==> src/rtl/intt_4_seq.sv <==
// Sequential 4-point inverse NTT over Z_q. One shared Gentleman-Sande butterfly
// and one modular multiplier, stepped by an FSM with valid/ready on both sides.
module intt_4_seq #(
    parameter int W     = 9,
    parameter int Q     = 257,
    parameter int W_INV = 241,
    parameter int N_INV = 193
) (
    input  logic           clk,
    input  logic           rst,
    input  logic           in_valid,
    output logic           in_ready,
    input  logic [4*W-1:0] A,
    output logic           out_valid,
    input  logic           out_ready,
    output logic [4*W-1:0] an,
    output logic           busy
);

    typedef enum logic [3:0] {
        IDLE, B0, B1, B2, B3, S0, S1, S2, S3, OUT
    } state_t;

    localparam logic [W-1:0]   QW    = W'(Q);
    localparam logic [2*W-1:0] Q2    = (2*W)'(Q);
    localparam logic [W-1:0]   ONE   = W'(1);
    localparam logic [W-1:0]   WINVW = W'(W_INV);
    localparam logic [W-1:0]   NINVW = W'(N_INV);

    state_t         state, state_nxt;
    logic [W-1:0]   r [4];
    logic [W-1:0]   bf_x, bf_y, mul_a, mul_b;
    logic [W-1:0]   sum_q, diff_q, mul_q;
    logic [W:0]     sum_w;
    logic [2*W-1:0] prod;

    function automatic logic [W-1:0] reduce_once(input logic [W-1:0] c);
        return (c >= QW) ? c - QW : c;
    endfunction

    // Shared datapath: the multiplier takes the butterfly difference during
    // B0..B3 and a finished coefficient during the N_INV scaling states.
    always_comb begin
        bf_x  = r[0];
        bf_y  = r[2];
        mul_b = ONE;
        case (state)
            B1:             begin bf_x = r[1]; bf_y = r[3]; mul_b = WINVW; end
            B2:             begin bf_x = r[0]; bf_y = r[1]; end
            B3:             begin bf_x = r[2]; bf_y = r[3]; end
            S0, S1, S2, S3: mul_b = NINVW;
            default:        ;
        endcase

        sum_w  = {1'b0, bf_x} + {1'b0, bf_y};
        sum_q  = (sum_w >= {1'b0, QW}) ? W'(sum_w - {1'b0, QW}) : sum_w[W-1:0];
        diff_q = (bf_x >= bf_y) ? bf_x - bf_y
                                : W'({1'b0, bf_x} + {1'b0, QW} - {1'b0, bf_y});

        mul_a = diff_q;
        case (state)
            S0:      mul_a = r[0];
            S1:      mul_a = r[2];
            S2:      mul_a = r[1];
            S3:      mul_a = r[3];
            default: ;
        endcase

        prod  = {{W{1'b0}}, mul_a} * {{W{1'b0}}, mul_b};
        mul_q = W'(prod % Q2);
    end

    always_ff @(posedge clk or posedge rst) begin
        if (rst) state <= IDLE;
        else     state <= state_nxt;
    end

    always_comb begin
        state_nxt = state;
        in_ready  = 1'b0;
        out_valid = 1'b0;
        busy      = 1'b1;
        case (state)
            IDLE: begin
                in_ready = 1'b1;
                busy     = 1'b0;
                if (in_valid) state_nxt = B0;
            end
            B0:  state_nxt = B1;
            B1:  state_nxt = B2;
            B2:  state_nxt = B3;
            B3:  state_nxt = S0;
            S0:  state_nxt = S1;
            S1:  state_nxt = S2;
            S2:  state_nxt = S3;
            S3:  state_nxt = OUT;
            OUT: begin
                out_valid = 1'b1;
                if (out_ready) state_nxt = IDLE;
            end
            default: state_nxt = IDLE;
        endcase
    end

    // After B2/B3 the registers hold {r0,r1,r2,r3} = {a0,a2,a1,a3}.
    always_ff @(posedge clk or posedge rst) begin
        if (rst) begin
            for (int unsigned k = 0; k < 4; k++) r[k] <= '0;
            an <= '0;
        end else begin
            case (state)
                IDLE: if (in_valid)
                    for (int unsigned k = 0; k < 4; k++) r[k] <= reduce_once(A[W*k +: W]);
                B0: begin r[0] <= sum_q; r[2] <= mul_q; end
                B1: begin r[1] <= sum_q; r[3] <= mul_q; end
                B2: begin r[0] <= sum_q; r[1] <= mul_q; end
                B3: begin r[2] <= sum_q; r[3] <= mul_q; end
                S0: r[0] <= mul_q;
                S1: r[2] <= mul_q;
                S2: r[1] <= mul_q;
                S3: begin
                    r[3] <= mul_q;
                    an   <= {mul_q, r[1], r[2], r[0]};
                end
                default: ;
            endcase
        end
    end

endmodule
==> config.mk <==
export PLATFORM = sky130hd
export DESIGN_NAME = intt_4_seq
export DESIGN_NICKNAME = d
export VERILOG_FILES = /design/src/rtl/intt_4_seq.sv
export SDC_FILE = /design/constraint.sdc
export NUM_CORES = 1
export LEC_CHECK = 0
export CAP_MARGIN = 10
export CORE_ASPECT_RATIO = 0.5
export CORE_MARGIN = 10
export CORE_UTILIZATION = 62
export DETAILED_ROUTE_END_ITERATION = 6
export HOLD_SLACK_MARGIN = 0.06
export PLACE_DENSITY = 0.84
export SETUP_SLACK_MARGIN = 0.15
export SYNTH_ARGS = -nofsm -noshare
export SYNTH_HDL_FRONTEND = slang
export SYNTH_SLANG_ARGS = --single-unit
==> constraint.sdc <==
create_clock -name clk -period 21.9 [get_ports clk]
set_input_delay 6.57 -clock clk [delete_from_list [all_inputs] [get_ports clk]]
set_output_delay 6.57 -clock clk [all_outputs]
set_load 0.01 [all_outputs]
Yosys cells after proc, flatten, opt, wreduce, memory -nomap -nowiden
Index checks and enable logic that the tools add are counted.

Register bits: 76. Bits in latches: 0. Memory bits (writable): 0. Memory bits (read-only): 0. Bits of input ports: 40. Output and inout bits: 39. Word-level logic and storage cells: 71. Memories kept: 0.

Add/subtract/negate cells: 9. $mul: 1. Divide/modulo/power cells: 1. Order comparisons: 6. Equality and inequality tests: 11. Shift-type cells: 0. Multiplexer cells: 21. Bitwise operators: 0. Reduce and logical (&&, ||, !) cells: 16.

Operator list (count): 9-bit one-hot mux with 3 select lines (3); 9-bit two-way mux (6); 9-bit one-hot mux with 2 select lines (3); 9-bit subtractor (second input constant) (5); 4-bit one-hot mux with 10 select lines (1); 9-bit >= comparator (second input constant) (4); 36-bit two-way mux (1); 9-bit one-hot mux with 4 select lines (1); 18-bit by 9-bit remainder unit with 18-bit output (second input constant) (1); 9-bit by 9-bit multiplier with 18-bit output (1); 9-bit subtractor (2); 4-bit by 3-bit equality test with 1-bit output (second input constant) (4); 8-bit one-hot mux with 2 select lines (1); 9-bit by 9-bit adder with 10-bit output (1); 10-bit by 9-bit >= comparator with 1-bit output (second input constant) (1); 2-bit AND reduction (5); 9-bit adder (second input constant) (1); 9-bit >= comparator (1); 3-bit nonzero test (3); 4-bit by 2-bit equality test with 1-bit output (second input constant) (2); 4-bit equality test (second input constant) (2); 4-bit two-way mux (2); 2-bit OR reduction (4); 4-bit by 1-bit equality test with 1-bit output (second input constant) (1); 6 further kinds (9).

Logic depth before layout (Yosys ltp)
Depth after elaboration: 9. Mapped depth: 76. Depth with buffers taken out: 65.

Least setup slack after synthesis
Ideal clock, no wire load.

Path kind: register -> register. Start: register state[3]. End: register r[5] (netlist name). Setup time: 0.145 ns. Data arrival time: 15.401 ns. Required time: 21.755 ns. Path slack: 6.354 ns. Stages on the path, launching flop included: 66. Path buffers: 9. Clock period less this slack: 15.546 ns. Cell sequence: dfrtp_1 > clkbuf_1 > nand2b_1 > clkbuf_1 > or3_1 > clkbuf_1 > nand2_1 > clkbuf_1 > nor2_1 > a221o_1 > ha_1 > or4_1 > o21ai_0 > a31oi_1 > o31ai_1 > mux2i_1 > a21oi_1 > clkinv_1 > [30 not listed] > a21o_1 > inv_1 > ha_1 > and2_1 > and3_1 > a31oi_4 > or2_1 > buf_6 > xnor2_1 > inv_1 > ha_1 > o21ai_1 > a211oi_2 > and4_4 > buf_6 > nor4b_4 > xor2_2 > o221ai_1.

Longest elaborated chain between the ends: 9. Elaborated cells on any way between the ends: 26. Classes of those cells: add/sub (3); mul (1); div (1); order compare (1); eq/ne (8); mux (6); reduce/logical (6).

RTL lines: from (decl) (RTL line 30) `state_t state, state_nxt;`; from (signal assigned) (RTL line 75) `else state <= state_nxt;`; 4-bit by 3-bit equality test with 1-bit output or 4-bit by 2-bit equality test with 1-bit output (tied branches) (RTL line 47, 111); 9-bit one-hot mux with 2 select lines or 2-bit OR reduction (tied branches); 9-bit adder or 9-bit one-hot mux with 2 select lines (tied branches) (RTL line 58, 47); 9-bit subtractor (tied with other cells) (RTL line 58) `: W'({1'b0, bf_x} + {1'b0, QW} - {1'b0, bf_y});`; 9-bit two-way mux (RTL line 57) `diff_q = (bf_x >= bf_y) ? bf_x - bf_y`; 9-bit one-hot mux with 4 select lines (RTL line 61) `case (state)`; 9-bit by 9-bit multiplier with 18-bit output (RTL line 69) `prod = {{W{1'b0}}, mul_a} * {{W{1'b0}}, mul_b};`; 18-bit by 9-bit remainder unit with 18-bit output (RTL line 70) `mul_q = W'(prod % Q2);`; 9-bit one-hot mux with 2 select lines (RTL line 111) `case (state)`; to (decl) (RTL line 31) `logic [W-1:0] r [4];`.

Parallel ways exist; a longest one is shown, timed or not. A chain may end at the register's enable or synchronous reset.

Worst setup path in the final report
Start: register state[3]. End: register r[26] (netlist name).

Longest elaborated chain between the ends: 9. Elaborated cells on any way between the ends: 30. Classes of those cells: add/sub (5); mul (1); div (1); order compare (2); eq/ne (8); mux (7); reduce/logical (6).

RTL lines (RTL line): 4-bit by 3-bit equality test with 1-bit output or 4-bit by 2-bit equality test with 1-bit output (tied branches) (47, 111); 9-bit one-hot mux with 2 select lines or 2-bit OR reduction (tied branches); 9-bit adder or 9-bit one-hot mux with 2 select lines (tied branches) (58, 47); 9-bit subtractor (tied with other cells) (58); 9-bit two-way mux (57); 9-bit one-hot mux with 4 select lines (61); 9-bit by 9-bit multiplier with 18-bit output (69); 18-bit by 9-bit remainder unit with 18-bit output (70); 9-bit one-hot mux with 3 select lines (111).

Parallel ways exist; a longest one is shown, timed or not.

==> impl_metrics.csv <==
group,metric,value,unit
logic_synthesis,synth.mux.area_fraction,1.939,%
finish,n_fill_cell,1462,
logic_synthesis,netlist_area,10970,um2
worst_hold_path,hold_end,"an[25]",
timing,hold_violations,0,
timing,finalMaxSlewViolations,0,
placement,portBuffers,78,
setup_path,critPathMaxFanout,17,
job,drv_cap,0,
setup_path,critPathSlowestCell,"dfrtp_1",
finish,diodes,0,
global_routing,grt_pass1_vias,11010,
clock_network,clk_pin_slew,0.06,ns
global_routing,grt_pass1_wl,56730,um
floorplanning,initial_core_util,63.20,%
clock_network,clock_latency,0.35,ns
worst_hold_path,hold_depth,2,
floorplanning,io_pins,79,
timing,fin_skew,0.005295,ns
status,violations,"design-rule violations",
logic_synthesis,async_flop_share,100.0,%
timing,setup_viol,0,
logic_synthesis,synthesis.nets,1578,
clock_network,cts_hold_buf,0,
finish,area_growth,11.35,%
floorplanning,core,17360,um2
finish,final_util,70.37,%
logic_synthesis,synth-edff-count,0,
timing,worst_slack,3.471,ns
timing,slew_headroom,34.57,%
clock_network,cts-resized-gates,0,
setup_path,cp.arrival,18.69,ns
finish,seq_area,1902,um2
floorplanning,die_h,114.1,um
timing,worstMarginPinSlew,0.9779,ns
logic_synthesis,synthCells,1432,
timing,period_needed,18.43,ns
finish,nets,1632,
global_routing,grt-ovfl-total,0,
finish,drive_gt1_share,7.445,%
finish,multiInputGateArea,8563,um2
logic_synthesis,yosysSeqAreaShare,17.34,%
detailed_routing,wl,35530,um
global_routing,grt_start_max_net_pins,77,
setup_path,r2r-end,"r[26]",
logic_synthesis,yosys.area_share.simple,26.59,%
setup_path,r2r_cells,61,
detailed_routing,ant_nets,0,
logic_synthesis,syn_area_per_cell,7.660,um2
detailed_routing,avgViaCountPerCell,6.723,
logic_synthesis,post_synth_fa_ha_maj_area_fraction,13.89,%
setup_path,end_kind,"flip-flop",
global_routing,antenna_found_initial,0,
logic_synthesis,synth_seq_cells,76,
setup_path,slowest_delay,0.67,ns
logic_synthesis,synth_top_family_by_area,"compound AO/OA/AOI/OAI gates",
setup_path,rr_startpoint,"state[3]",
setup_path,critPathKind,"flip-flop to flip-flop",
logic_synthesis,synth_compound_area_share,27.85,%
detailed_routing,first_iter_violations,1511,
clock_network,cts_setup_buffers,0,
clock_network,cts_tree,"yes",
placement,dp_hpwl,28070,um
clock_network,clkSinkCount,76,
timing,rsz0062_at_grt,"false",
global_routing,grt_use_total,28.49,%
logic_synthesis,synth_xor_area_share,7.688,%
detailed_routing,dr_total_vias,11600,
logic_synthesis,ys_warn_count,0,
setup_path,worst_ep_required_time,22.16,ns
worst_hold_path,hp-class,"flip-flop to flip-flop",
detailed_routing,firstDrtPassIters,7,
clock_network,cts_buffers,9,
setup_path,ff2ff_setup_slack,3.47,ns
timing,fin_crit_sh,84.15,%
clock_network,h-tree-depth,3,
timing,setup_tns,0,ns
clock_network,clockBufferDepth,2,
detailed_routing,drc,7,
timing,clock.fmax,54.26,MHz
status,outcome,"complete, but fails checks",
placement,place_ws,4.056,ns
clock_network,cts_root_buffer,"clkbuf_16",
floorplanning,die-width,208.1,um
setup_path,crit_path_start_kind,"flip-flop",
worst_hold_path,holdCritStartpoint,"an[25]",
logic_synthesis,synth-main-ff-cell,"dfrtp_1",
placement,place.gp.congestion,0.9923,
floorplanning,fp-row-count,34,
logic_synthesis,ys_types,116,
floorplanning,die_area,23740,um2
detailed_routing,post_drt_wl_per_cell,20.60,um
[worst max path at each step]
| stage | from | end |
|---|---|---|
| final | state[3] | r[26] |
| after global routing | state[3] | r[6] |
| after CTS | state[3] | r[6] |
| after detailed placement | state[3] | r[24] |
| after global placement | state[3] | r[6] |
| after floorplan | state[3] | r[5] |
[stage by stage]
step	cells	hold WS (ns)	cell area, um2
6_report	1725	0.4785	12210
3_5_place_dp	1709	0.4621	11940
3_3_place_gp	1709	0.4611	11940
2_1_floorplan	1432	0.4764	10970
4_1_cts	1725	0.4779	12210
5_1_grt	1725	0.5004	12210
[area by class of cell]
class	count	area share, %
multi-input cells	1227	70.11
repair buffers	90	7.130
inverters	82	2.520
well taps	234	2.397
flip-flops and latches	76	15.57
clock buffers	10	1.957
clock inverters	6	0.3176
[cell usage after synthesis, types with 7 or more instances]
library cell | n | share of area, %
nor4_1 | 14 | 0.80
o21a_1 | 8 | 0.55
a211oi_1 | 19 | 1.3
nor2_1 | 106 | 3.6
o31ai_1 | 11 | 0.75
nand2b_1 | 20 | 1.1
o21ai_0 | 61 | 2.8
nand4_1 | 15 | 0.86
a22oi_1 | 12 | 0.82
or2_2 | 9 | 0.51
xnor2_1 | 64 | 5.1
o21ai_1 | 34 | 1.6
nand2_1 | 223 | 7.6
a21oi_1 | 86 | 3.9
and2_1 | 26 | 1.5
a221oi_1 | 7 | 0.56
clkbuf_1 | 36 | 1.2
dfrtp_1 | 76 | 17
or3_1 | 14 | 0.80
nor3_1 | 45 | 2.1
o21bai_1 | 8 | 0.55
and3_1 | 13 | 0.74
a21o_1 | 20 | 1.4
inv_1 | 81 | 2.8
a211o_1 | 7 | 0.56
o211ai_1 | 11 | 0.75
fa_1 | 25 | 4.6
nand3_1 | 30 | 1.4
o221ai_1 | 13 | 1.0
o22ai_1 | 16 | 0.91
a221o_1 | 9 | 0.82
buf_2 | 7 | 0.32
ha_1 | 81 | 9.2
mux2i_1 | 19 | 1.7
nor2b_1 | 8 | 0.46
a222oi_1 | 8 | 0.73
a31oi_1 | 16 | 0.91
xor2_1 | 23 | 1.8
[routing by layer]
metal | vias up | GRT usage [%] | share of wire (%)
met5 | - | 0 | 0
met4 | 0 | 10.22 | 3.5
met3 | 119 | 5.120 | 8.9
met2 | 621 | 47.18 | 45
met1 | 5515 | 36.81 | 43
li1 | 5343 | - | -
[cell families after synthesis]
| logic type | Yosys count |
|---|---|
| AND/OR/NAND/NOR | 578 |
| flip-flops | 76 |
| adder cells (fa/ha/maj) | 107 |
| multiplexers | 21 |
| AO/OA/AOI/OAI | 429 |
| buffers and inverters | 129 |
| XOR/XNOR | 92 |
[sequential cells by signal, summed over array words and instances, names as in the netlist]
| register | flops |
|---|---|
| state | 4 |
| r | 36 |
| an | 36 |
[placed cells by master, fill, tap and decap left out, types with 11 or more instances in the layout]
master,netlist,final
a21o_1,20,20
a22oi_1,12,12
clkdlybuf4s50_1,0,78
or3_1,14,14
and2_1,26,26
xnor2_1,64,64
a21oi_1,86,86
o211ai_1,11,11
nand3_1,30,30
a211oi_1,19,19
buf_4,0,12
nor2_1,106,106
a31oi_1,16,16
inv_1,81,80
o21ai_1,34,34
dfrtp_1,76,76
nand2b_1,20,20
nand2_1,223,223
o31ai_1,11,11
o22ai_1,16,16
nand4_1,15,15
nor4_1,14,14
nor3_1,45,44
fa_1,25,25
o21ai_0,61,61
mux2i_1,19,19
and3_1,13,13
o221ai_1,13,13
ha_1,81,81
xor2_1,23,23
[critical path: cells and delay by family, from the launching register on]
kind | cells | cell delay (ns)
buffers and inverters | 6 | 1.03
flip-flops | 1 | 0.67
AND/OR/NAND/NOR | 18 | 5.12
multiplexers | 2 | 0.79
AO/OA/AOI/OAI | 25 | 7.22
adder cells (fa/ha/maj) | 8 | 2.91
XOR/XNOR | 2 | 0.54
Power is left out: the tool's default activity adds up to more than one toggle a clock period on the data nets, which glitch-free logic cannot reach.
